[src/rtl/load_store_unit.sv]
// rtl/load_store_unit.sv - data-memory initiator: byte/half/word loads and stores, sub-word read-modify-write
module load_store_unit #(
  parameter int MEM_WORDS = 64
) (
  input  logic        Clk,
  input  logic        Rst,
  input  logic        req,
  input  logic        we,
  input  logic [1:0]  size,
  input  logic        sign_ext,
  input  logic [31:0] addr,
  input  logic [31:0] wdata,
  output logic [31:0] rdata,
  output logic        done,
  output logic        err,
  output logic        busy,
  output logic [31:0] MemAddr,
  output logic [31:0] MemWdata,
  output logic        MemRead,
  output logic        MemWrite,
  input  logic [31:0] MemRdata
);

  localparam logic [1:0]  SIZE_BYTE = 2'b00;
  localparam logic [1:0]  SIZE_HALF = 2'b01;
  localparam logic [1:0]  SIZE_WORD = 2'b10;
  localparam logic [29:0] WORD_LIMIT = 30'(MEM_WORDS);

  typedef enum logic [2:0] {
    IDLE   = 3'd0,
    LOAD   = 3'd1,
    STORE  = 3'd2,
    RMW_RD = 3'd3,
    RMW_WR = 3'd4
  } state_t;

  state_t      state;
  state_t      state_next;

  logic [31:0] addr_q;
  logic [1:0]  size_q;
  logic        sign_ext_q;
  logic [31:0] wdata_q;
  logic [31:0] merge_q;

  logic        accept;
  logic        req_bad;
  logic [7:0]  lane_byte;
  logic [15:0] lane_half;
  logic [31:0] load_val;
  logic [31:0] merge_val;

  assign accept  = (state == IDLE) && req;
  assign MemAddr = {2'b00, addr_q[31:2]};

  // Classify the incoming request: misaligned, unsupported size or beyond the memory
  always_comb begin
    req_bad = 1'b0;
    case (size)
      SIZE_BYTE: req_bad = 1'b0;
      SIZE_HALF: req_bad = addr[0];
      SIZE_WORD: req_bad = (addr[1:0] != 2'b00);
      default:   req_bad = 1'b1;
    endcase
    if (addr[31:2] >= WORD_LIMIT) begin
      req_bad = 1'b1;
    end
  end

  // State register
  always_ff @(posedge Clk or posedge Rst) begin
    if (Rst) begin
      state <= IDLE;
    end else begin
      state <= state_next;
    end
  end

  // Next-state decode; rejected requests never leave IDLE
  always_comb begin
    state_next = state;
    case (state)
      IDLE: begin
        if (accept && !req_bad) begin
          if (!we) begin
            state_next = LOAD;
          end else if (size == SIZE_WORD) begin
            state_next = STORE;
          end else begin
            state_next = RMW_RD;
          end
        end
      end
      LOAD:    state_next = IDLE;
      STORE:   state_next = IDLE;
      RMW_RD:  state_next = RMW_WR;
      RMW_WR:  state_next = IDLE;
      default: state_next = IDLE;
    endcase
  end

  // Memory strobes come from registered state only, so reset kills them at once
  always_comb begin
    MemRead  = 1'b0;
    MemWrite = 1'b0;
    MemWdata = 32'h0;
    busy     = (state != IDLE);
    case (state)
      LOAD:   MemRead = 1'b1;
      RMW_RD: MemRead = 1'b1;
      STORE: begin
        MemWrite = 1'b1;
        MemWdata = wdata_q;
      end
      RMW_WR: begin
        MemWrite = 1'b1;
        MemWdata = merge_q;
      end
      default: begin
        MemRead  = 1'b0;
        MemWrite = 1'b0;
      end
    endcase
  end

  // Little-endian lane selection from the returned memory word
  always_comb begin
    lane_byte = MemRdata[7:0];
    case (addr_q[1:0])
      2'd0: lane_byte = MemRdata[7:0];
      2'd1: lane_byte = MemRdata[15:8];
      2'd2: lane_byte = MemRdata[23:16];
      2'd3: lane_byte = MemRdata[31:24];
      default: lane_byte = MemRdata[7:0];
    endcase
    lane_half = addr_q[1] ? MemRdata[31:16] : MemRdata[15:0];
  end

  // Sign- or zero-extend the selected lane into the load result
  always_comb begin
    load_val = MemRdata;
    case (size_q)
      SIZE_BYTE: load_val = {{24{sign_ext_q & lane_byte[7]}}, lane_byte};
      SIZE_HALF: load_val = {{16{sign_ext_q & lane_half[15]}}, lane_half};
      default:   load_val = MemRdata;
    endcase
  end

  // Replace the target lane of the read word with the store data
  always_comb begin
    merge_val = MemRdata;
    if (size_q == SIZE_BYTE) begin
      case (addr_q[1:0])
        2'd0: merge_val[7:0]   = wdata_q[7:0];
        2'd1: merge_val[15:8]  = wdata_q[7:0];
        2'd2: merge_val[23:16] = wdata_q[7:0];
        2'd3: merge_val[31:24] = wdata_q[7:0];
        default: merge_val[7:0] = wdata_q[7:0];
      endcase
    end else if (addr_q[1]) begin
      merge_val[31:16] = wdata_q[15:0];
    end else begin
      merge_val[15:0] = wdata_q[15:0];
    end
  end

  // Request capture, result/merge registers and the done/err pulses
  always_ff @(posedge Clk or posedge Rst) begin
    if (Rst) begin
      addr_q     <= 32'h0;
      size_q     <= 2'b00;
      sign_ext_q <= 1'b0;
      wdata_q    <= 32'h0;
      merge_q    <= 32'h0;
      rdata      <= 32'h0;
      done       <= 1'b0;
      err        <= 1'b0;
    end else begin
      if (accept) begin
        addr_q     <= addr;
        size_q     <= size;
        sign_ext_q <= sign_ext;
        wdata_q    <= wdata;
      end
      if (state == LOAD) begin
        rdata <= load_val;
      end
      if (state == RMW_RD) begin
        merge_q <= merge_val;
      end
      done <= (state == LOAD) || (state == STORE) || (state == RMW_WR) || (accept && req_bad);
      err  <= accept && req_bad;
    end
  end

endmodule
[config.mk]
export PLATFORM = sky130hd
export DESIGN_NAME = load_store_unit
export DESIGN_NICKNAME = d
export VERILOG_FILES = /design/src/rtl/load_store_unit.sv
export SDC_FILE = /design/constraint.sdc
export NUM_CORES = 1
export LEC_CHECK = 0
export BUFFER_PORTS_ARGS = -buffer_cell sky130_fd_sc_hd__buf_2
export CORE_ASPECT_RATIO = 1.75
export CORE_MARGIN = 1.5
export CORE_UTILIZATION = 45
export DETAILED_ROUTE_END_ITERATION = 10
export GPL_TIMING_DRIVEN = 0
export PLACE_DENSITY = 0.72
export SETUP_SLACK_MARGIN = 0.15
export SYNTH_ARGS = -nofsm -noshare
export SYNTH_HDL_FRONTEND = slang
export SYNTH_SLANG_ARGS = --single-unit
[constraint.sdc]
create_clock -name Clk -period 6.15 [get_ports Clk]
set_clock_uncertainty 0.05 [all_clocks]
set_input_delay 1.23 -clock Clk [delete_from_list [all_inputs] [get_ports Clk]]
set_output_delay 1.23 -clock Clk [all_outputs]
set_load 0.005 [all_outputs]
==> run metrics <==
status completed; setup TNS 0 ns; critical path fanouts, max 10; delay-heaviest family, CP simple AND/OR/NAND/NOR gates; Ant. Diodes 0; Worst setup EP type primary output; Final ANT Viol Nets 0; Relative slew margins a little over two fifths; CP cell instances nor3b_1, clkbuf_1, a22o_1, buf_2; first-iteration detailed-routing DRC count ~540; largest cells by area after synthesis dfrtp_1 51%, nand2_1 15%, a22o_1 4.8%; Placed Area 0.00789 mm²; Starting Density a little under half; CTS Hold Buffers Added 0; die area 0.0155 mm²; part of the cycle the worst path needs slightly above 60%; Critical Path Slowest Stage Cell nor3b_1; Congestion Overflow GR 0; Netlist cell types 41; Fin. Hold Viols 0; post-cts resize count 0; Slew Limit Fails 0; PortBufs 201; DP Wirelength between 15,000 and 20,000 µm; post-synthesis register bit count 136; initial antenna violation count 0; fin area around 0.0085 mm²; Buf/Inv on CP 2; Synth Warn # 0; fraction of registers with async set/reset 100%; Final GP Congestion 0.986; critical setup path kind flip-flop to primary output; CTS clk-pin slew, worst paths 0.07 ns; DR vias/cell 5.37; max frequency 265 MHz; root buffer cell clkbuf_16; total number of vias 6,293; PwrDens between 200 and 300 mW/mm²; Power, Total between 2 and 2.5 mW; Arr. time, crit path 2.49 ns; Layout Nets 1,082; vias in the first global route 6,263; CP max stage delay 0.72 ns; Synth Instances ~760; WL/cell 18.7 µm; drt first pass iters 5; H-tree depth 4; Slew @ Worst Pin approximately 0.85 ns; Max-cap violations 0; TritonCTS Sinks between 100 and 150; unrepaired setup endpoints after global routing no; CTS tree built; VDD IR-drop max 0.179 mV; GRT Total Usage 29.4%; synthesis-to-layout area growth 28.2%; CTS buffer count 17; Hold Worst Slack ~0.42 ns; post-synthesis sequential area ratio roughly half; share of cells above drive strength 1 29.3%; Die Y ~160 µm; Startpoint Class flip-flop; Yosys top cell by area dfrtp_1; Post-Syn Area 0.00662 mm²; Worst Path Required 4.87 ns; hold crit path type flip-flop to flip-flop; Clock Tree Buf Depth 2; num rows a little under 60; drt drc 0; Main synth FF type dfrtp_1; width of the die 94.7 µm; top-area cell type share of the netlist area 51.4%; mean post-synth cell area 8.75 µm²; clk_lat worst skew 0.42 ns; I/O Pins approximately 200; first-pass GRT wire length 33,200 µm; postcts setup bufs 0; final WL 22,000 µm; Post-synth EDFFs 0; core area 0.0144 mm²; Leak 4.46 nW; Final min period 3.77 ns; largest net degree at the start of global routing slightly above 70; final setup fails 0
where the power goes:
| part | internal, mW | switching, mW |
|---|---|---|
| Clock | 0.618 | 0.424 |
| Sequential | 0.934 | 0.0319 |
| Combinational | 0.124 | 0.179 |
| Total | 1.68 | 0.635 |
cells by family (layout without fill, tap and decap cells):
family	after synthesis	in the layout	synth area share, %
compound gates	148	148	14.6
simple gates	358	358	23.0
buf+inv	88	322	6.97
mux	26	26	4.06
flops	136	136	51.4
other cells	1	2	0.0566
per-stage QoR:
stage	cells	util [%]	setup WS, ns
after floorplan	758	-	1.23
after global placement	1139	54.7	-0.273
after detailed placement	1140	54.9	2.91
after CTS	1172	59.1	2.43
after global routing	1172	59.1	2.31
final	1172	59.1	2.38
cell usage in the layout (no fill, tap or decap), types with 2 or more instances in the layout:
cell          n
mux2_2        7
conb_1        2
o21ai_0      57
nand3b_1      7
clkbuf_1     39
bufinv_16     2
buf_4        32
clkinv_4      2
a22o_1       36
or3b_1        2
inv_8         2
clkbuf_16    17
mux2i_1      19
or2_2         2
inv_6         5
a21o_1        4
nor4_1        7
nand2_1     265
clkinvlp_4    3
and2_1        2
a222oi_1      3
nand3_1      35
buf_2       210
o21ai_1       6
buf_1         2
a311oi_2      2
o22ai_1      16
nand2b_1      3
inv_1         4
dfrtp_1     136
nor3b_1       2
nor2_1       13
nor2b_1      11
a21oi_1      18
nor3_1        4
per-layer routing:
metal / vias to the layer above / global-route usage [%] / routed length [µm]
met5: - / 0 / 0
met4: 0 / 15.7 / 1090
met3: 74 / 6.61 / 1300
met2: 276 / 51.4 / 11500
met1: 2963 / 32.2 / 8060
li1: 2980 / - / -
layout make-up:
class / count / area [µm²]
repair buffers: 202 / 1030
clock buffers: 18 / 439
multi-input cells: 534 / 2760
well taps: 180 / 225
fillers: 1392 / 5880
clock inverters: 14 / 163
plain buffers: 82 / 439
flip-flops and latches: 136 / 3400
inverters: 6 / 27.5
state kept, by name, indices dropped and copies added (netlist names), 2 cells and up:
register,cells
size_q,2
wdata_q,32
merge_q,32
rdata,32
state,3
addr_q,32
worst reg2reg max path, cell delays in order, from the launching register on:
cell and delay [ns]:
dfrtp_1 0.43, nor3_1 0.34, and2_1 0.18, clkbuf_1 0.41, clkbuf_1 0.39, nand2_1 0.16, nand2_1 0.09
synthesized netlist by cell type, types with 2 or more instances:
cell type / count
nor3b_1: 2
a22o_1: 36
a311oi_2: 2
nor4_1: 7
mux2_2: 7
dfrtp_1: 136
and2_1: 2
o21ai_0: 57
o22ai_1: 16
a21oi_1: 18
nor2_1: 13
buf_4: 32
inv_1: 5
nor3_1: 4
buf_1: 2
mux2i_1: 19
or3b_1: 2
o21ai_1: 6
clkbuf_1: 39
a222oi_1: 3
nand3_1: 35
or2_2: 2
buf_2: 9
a21o_1: 4
nand2b_1: 3
nand2_1: 265
nand3b_1: 7
nor2b_1: 11
worst paths after layout:
kind,startpoint,slack [ns],to,depth (start not counted)
max,state[1],2.38,MemWdata[5],4
min in group asynchronous,Rst,0.85,addr_q[7],2
max in group asynchronous,Rst,4.45,rdata[23],3
min reg2reg,addr_q[9],0.42,addr_q[9],2
max reg2reg,state[1],4.03,wdata_q[9],6
min,addr_q[9],0.42,addr_q[9],2
Power figures use the tool's default switching activity.
